### config.mk
export PLATFORM = sky130hd
export DESIGN_NAME = waveform_conditioner
export DESIGN_NICKNAME = d
export VERILOG_FILES = /design/src/rtl/musicnote_pkg.sv /design/src/rtl/bit_synchronizer.sv /design/src/rtl/waveform_conditioner.sv
export SDC_FILE = /design/constraint.sdc
export NUM_CORES = 1
export LEC_CHECK = 0
export ABC_AREA = 0
export CORE_MARGIN = 2
export CORE_UTILIZATION = 48
export DETAILED_ROUTE_END_ITERATION = 6
export HOLD_SLACK_MARGIN = 0.05
export PLACE_DENSITY = 0.74
export SLEW_MARGIN = 10
export SYNTH_ARGS = -nofsm -noshare
export SYNTH_HDL_FRONTEND = slang
export SYNTH_SLANG_ARGS = --single-unit
### constraint.sdc
create_clock -name clk -period 2 [get_ports clk]
set_input_delay 0.2 -clock clk [delete_from_list [all_inputs] [get_ports clk]]
set_output_delay 0.2 -clock clk [all_outputs]
set_load 0.05 [all_outputs]
### src/rtl/musicnote_pkg.sv
// Shared constants for the music note front end: conditioner defaults, note codes and
// period bin boundaries (in clk cycles), so conditioner, detector and bench agree.
package musicnote_pkg;

    localparam int SYNC_STAGES_DEFAULT    = 2;
    localparam int FILT_CYCLES_DEFAULT    = 16;
    localparam int SILENCE_CYCLES_DEFAULT = 500000;

    typedef enum logic [2:0] {
        NOTE_SA  = 3'd0,
        NOTE_RE  = 3'd1,
        NOTE_GA  = 3'd2,
        NOTE_MA  = 3'd3,
        NOTE_PA  = 3'd4,
        NOTE_DHA = 3'd5,
        NOTE_NI  = 3'd6,
        NOTE_HSA = 3'd7
    } note_code_t;

    // Bin edges sit midway between neighbouring just-intonation periods (Sa = 200000 cycles).
    localparam int PERIOD_SA_MAX  = 220000;
    localparam int PERIOD_SA_RE   = 188889;
    localparam int PERIOD_RE_GA   = 168889;
    localparam int PERIOD_GA_MA   = 155000;
    localparam int PERIOD_MA_PA   = 141667;
    localparam int PERIOD_PA_DHA  = 126667;
    localparam int PERIOD_DHA_NI  = 113333;
    localparam int PERIOD_NI_HSA  = 103333;
    localparam int PERIOD_HSA_MIN = 94000;

    function automatic note_code_t period_to_note(input int period);
        note_code_t note;
        if (period >= PERIOD_SA_RE)       note = NOTE_SA;
        else if (period >= PERIOD_RE_GA)  note = NOTE_RE;
        else if (period >= PERIOD_GA_MA)  note = NOTE_GA;
        else if (period >= PERIOD_MA_PA)  note = NOTE_MA;
        else if (period >= PERIOD_PA_DHA) note = NOTE_PA;
        else if (period >= PERIOD_DHA_NI) note = NOTE_DHA;
        else if (period >= PERIOD_NI_HSA) note = NOTE_NI;
        else                              note = NOTE_HSA;
        return note;
    endfunction

endpackage

### src/rtl/bit_synchronizer.sv
// Multi-flop synchroniser for a single asynchronous bit, cleared by a synchronous reset.
module bit_synchronizer #(
    parameter int STAGES = 2
) (
    input  logic clk,
    input  logic reset,
    input  logic d,
    output logic q
);

    logic [STAGES-1:0] chain_reg;

    always_ff @(posedge clk) begin
        if (reset) begin
            chain_reg <= '0;
        end else begin
            chain_reg <= {chain_reg[STAGES-2:0], d};
        end
    end

    assign q = chain_reg[STAGES-1];

endmodule

### src/rtl/waveform_conditioner.sv
// Synchronises and glitch-filters the comparator waveform, emits edge strobes and a silence flag.
// Optional macro GLITCH_CNT_EN builds the rejected-glitch counter; otherwise glitch_count is 0.
module waveform_conditioner
    import musicnote_pkg::*;
#(
    parameter int SYNC_STAGES    = SYNC_STAGES_DEFAULT,
    parameter int FILT_CYCLES    = FILT_CYCLES_DEFAULT,
    parameter int SILENCE_CYCLES = SILENCE_CYCLES_DEFAULT
) (
    input  logic        clk,
    input  logic        reset,
    input  logic        wave_in,
    output logic        wave_out,
    output logic        rise_pulse,
    output logic        fall_pulse,
    output logic        signal_present,
    output logic        silence_pulse,
    output logic [15:0] glitch_count
);

    localparam int FW = $clog2(FILT_CYCLES + 1);
    localparam int SW = $clog2(SILENCE_CYCLES + 1);
    localparam logic [FW-1:0] FILT_LAST = FW'(FILT_CYCLES - 1);
    localparam logic [FW-1:0] FILT_ONE  = FW'(1);
    localparam logic [SW-1:0] SIL_MAX   = SW'(SILENCE_CYCLES);
    localparam logic [SW-1:0] SIL_ONE   = SW'(1);

    logic          synced;
    logic          wave_reg, wave_next;
    logic [FW-1:0] filt_cnt_reg, filt_cnt_next;
    logic          rise_reg, rise_next;
    logic          fall_reg, fall_next;
    logic [SW-1:0] sil_cnt_reg, sil_cnt_next;
    logic          present_reg, present_next;
    logic          silence_reg, silence_next;

    bit_synchronizer #(.STAGES(SYNC_STAGES)) u_sync (
        .clk   (clk),
        .reset (reset),
        .d     (wave_in),
        .q     (synced)
    );

    always_comb begin
        wave_next     = wave_reg;
        filt_cnt_next = '0;
        rise_next     = 1'b0;
        fall_next     = 1'b0;
        if (synced != wave_reg) begin
            if (filt_cnt_reg == FILT_LAST) begin
                wave_next = synced;
                rise_next = synced;
                fall_next = ~synced;
            end else begin
                filt_cnt_next = filt_cnt_reg + FILT_ONE;
            end
        end

        // A rise strobe wins over saturation, so a rise on the last count keeps presence.
        if (rise_reg) begin
            sil_cnt_next = '0;
        end else if (sil_cnt_reg == SIL_MAX) begin
            sil_cnt_next = sil_cnt_reg;
        end else begin
            sil_cnt_next = sil_cnt_reg + SIL_ONE;
        end
        present_next = (sil_cnt_next < SIL_MAX);
        silence_next = present_reg & ~present_next;
    end

    always_ff @(posedge clk) begin
        if (reset) begin
            wave_reg     <= 1'b0;
            filt_cnt_reg <= '0;
            rise_reg     <= 1'b0;
            fall_reg     <= 1'b0;
            sil_cnt_reg  <= SIL_MAX;
            present_reg  <= 1'b0;
            silence_reg  <= 1'b0;
        end else begin
            wave_reg     <= wave_next;
            filt_cnt_reg <= filt_cnt_next;
            rise_reg     <= rise_next;
            fall_reg     <= fall_next;
            sil_cnt_reg  <= sil_cnt_next;
            present_reg  <= present_next;
            silence_reg  <= silence_next;
        end
    end

`ifdef GLITCH_CNT_EN
    logic [15:0] glitch_reg;
    logic        glitch_hit;

    // An excursion that was being counted but collapsed before committing.
    assign glitch_hit = (filt_cnt_reg != '0) && (synced == wave_reg);

    always_ff @(posedge clk) begin
        if (reset) begin
            glitch_reg <= '0;
        end else if (glitch_hit && (glitch_reg != 16'hFFFF)) begin
            glitch_reg <= glitch_reg + 16'd1;
        end
    end

    assign glitch_count = glitch_reg;
`else
    assign glitch_count = 16'd0;
`endif

    assign wave_out       = wave_reg;
    assign rise_pulse     = rise_reg;
    assign fall_pulse     = fall_reg;
    assign signal_present = present_reg;
    assign silence_pulse  = silence_reg;

endmodule
==> metrics <==
outcome=finished clean; Max Cap Viol=0; CTS Root Cell=clkbuf_4; sw frac=25.8%; Mean Syn Cell Area=9.27 um2; antenna cell count=0; PnR worst setup slack=0.0833 ns; vias per std cell=5.02; WHS Endpoint=u_sync.chain_reg[0]; Logic pwr share=11.5%; initial antenna violation count=0; slowest stage delay, CP=0.51 ns; CTS clk-pin slew, worst paths=0.10 ns; Post-route DRC=0; gpl congestion=0.852; Die ar.=4000 um2; Initial Util=50.1%; WP data arrival=2.15 ns; CP startpoint kind=flop; top post-synthesis cells by count=dfxtp_1 (31), nor2_1 (27), buf_4 (16); static leakage=0.825 nW; Final period util=95.8%; FF-to-FF End=signal_present; drt wl/cell=11.9 um; cell with the most instances after synthesis=dfxtp_1; Yosys cell types=41; pwr dens=650 nW/um2; Clock Power Share=38.1%; Peak Freq=522 MHz; ys async rst share=0%; total length of routed wires=2970 um; dpl ws=0.0165 ns; kind of end point of the critical path=flop; Crit Path Category=flop to flop; Flop pwr share=50.4%; Yosys warning count=0; starting DRC count in detailed routing=83; Clk Latency, worst-skew pair=0.33 ns; final setup fails=0; Area growth syn-to-layout=14.7%; core region area=3360 um2; mapped cell area=1690 um2; cells after synthesis=182; remaining antenna violation count after routing=0; Ports=24; WHS=0.419 ns; IO buf count=7; register bit count reported by yosys=31; worst vdd ir=0.326 mV; net switching power=0.325 mW; class of the worst hold path=primary input to flop; WP data required=2.23 ns; CTS tree=yes; Slowest-stage cell, CP=dfxtp_1; Slew Limit Fails=0; DPL Wire Length=2270 um; pin count of the biggest net entering global routing=12; Reg2Reg Depth=6; global-route wire length before repair=5050 um; clock skew=0.00829 ns; internal power=0.933 mW; largest cells by area after synthesis=dfxtp_1 (37%), buf_4 (7.1%), nor2_1 (6.0%); vias=1254; Tightest Pin Transition=0.506 ns; H-tree depth=2; die width=63.3 um; grt total ovfl=0; Final Hold Viols=0; Initial DRT Pass Iterations=4; Tmin final=1.92 ns; FF-to-FF setup slack=0.08 ns; Post-synth EDFFs=0; GRT Resource Usage Total=15.7%; number of flip-flops in the largest register=19; worst hold path depth=2; top cell type's share of synthesized area=36.8%; vias in the first global route=1178; layout cells sized above 1=21.6%; # rows=21; hold path start=wave_in; worst-path maximum fanout=7; post-synthesis sequential area ratio=36.8%; Slew HR=66.2%; Worst R2R Start=sil_cnt_reg[4]; Max Root-Sink Buffers=2; leading area contributor after synthesis=dfxtp_1; Final nets=210; Main synth FF type=dfxtp_1; clock net sink count=31; Chip Height=63.3 um; Num CTS Buffers=5; crit-path cells=nand3_4 > nor4_4 > mux2i_1 > a2111oi_4 > o211ai_2 > nor2b_1; RSZ-0062 raised after global routing=yes
per-layer routing:
layer  global-route usage (%)  share of wire [%]  up-vias
met4                     5.16               0.98        0
met3                     4.29                4.1        4
li1                         -                  -      637
met5                        0                  0        -
met1                     19.1                 47      584
met2                     26.9                 48       29
per-stage QoR:
stage | cell area (um2) | util (%) | instances | setup TNS [ns] | power, mW
after floorplan | 1740 | - | 197 | 0 | 0.782
after global placement | 1820 | 54.1 | 241 | 0 | 0.790
after detailed placement | 1820 | 54.1 | 241 | 0 | 0.791
after CTS | 1900 | 56.5 | 249 | 0 | 1.27
after global routing | 1930 | 57.5 | 250 | -0.0372 | 1.31
final | 1930 | 57.5 | 250 | 0 | 1.26
power groups by stage:
stage               sequential [mW]  clock, mW  combinational [mW]
floorplan                     0.647          0               0.135
global placement              0.647          0               0.143
detailed placement            0.647          0               0.144
CTS                           0.633      0.494               0.144
global route                  0.636      0.522               0.154
finish                        0.634      0.479               0.144
worst max path at each step:
stage / startpoint / endpoint / slack, ns / cells after the start
finish: sil_cnt_reg[4] / signal_present / 0.08 / 6
global route: sil_cnt_reg[0] / silence_pulse / -0.03 / 7
CTS: sil_cnt_reg[0] / signal_present / 0.008 / 7
detailed placement: sil_cnt_reg[0] / signal_present / 0.02 / 7
global placement: sil_cnt_reg[0] / signal_present / 0.07 / 7
floorplan: sil_cnt_reg[1] / signal_present / 0.05 / 7
placed cells by master (no fill, tap or decap), types with 2 or more instances in the layout:
cell type,count
clkbuf_4,5
nand3_1,10
nor4bb_1,2
o21ai_0,5
or3_1,4
inv_1,8
mux2i_1,6
and3_1,2
o21bai_1,3
nand4_4,3
xnor2_1,9
nand2_1,3
nor3_1,4
dfxtp_1,24
or2_2,2
buf_4,12
nor4_4,2
conb_1,16
xor2_1,6
clkdlybuf4s50_1,6
nand4_1,2
nand2b_1,2
nor2_1,27
dfxtp_2,7
nor4_1,4
ha_1,3
a21oi_1,2
nor2b_1,6
layout make-up:
type	count	area (um2)
clock buffer	5	37.5
clock inverter	3	43.8
inverter	8	30.0
timing repair buffer	19	163
tap	46	57.6
fill	325	1430
multi-input combinational	138	973
sequential	31	629
cell families (layout without fill, tap and decap cells):
| kind of cell | count (synthesis) | after routing | synth area share, % |
|---|---|---|---|
| AO/OA/AOI/OAI | 15 | 15 | 7.05 |
| AND/OR/NAND/NOR | 81 | 81 | 31.2 |
| other | 1 | 16 | 0.222 |
| XOR/XNOR | 15 | 15 | 7.79 |
| multiplexers | 7 | 7 | 4.23 |
| flip-flops | 31 | 31 | 36.8 |
| adder cells (fa/ha/maj) | 4 | 4 | 2.97 |
| buffers and inverters | 28 | 35 | 9.79 |
worst max-delay path, delay by kind of cell, from the launching register on:
kind               cells  cell delay (ns)
and+or+nand+nor        3             0.62
AOI/OAI and AO/OA      2             0.51
DFF                    1             0.51
muxes                  1             0.19
timing repair:
action / in CTS / in global routing
endpoints found under the setup margin: 0 / 4
hold buffers: 0 / 0
gates resized for setup: 0 / 11
setup buffers: 0 / 1
Note: power is estimated with default switching activity, not from simulation.
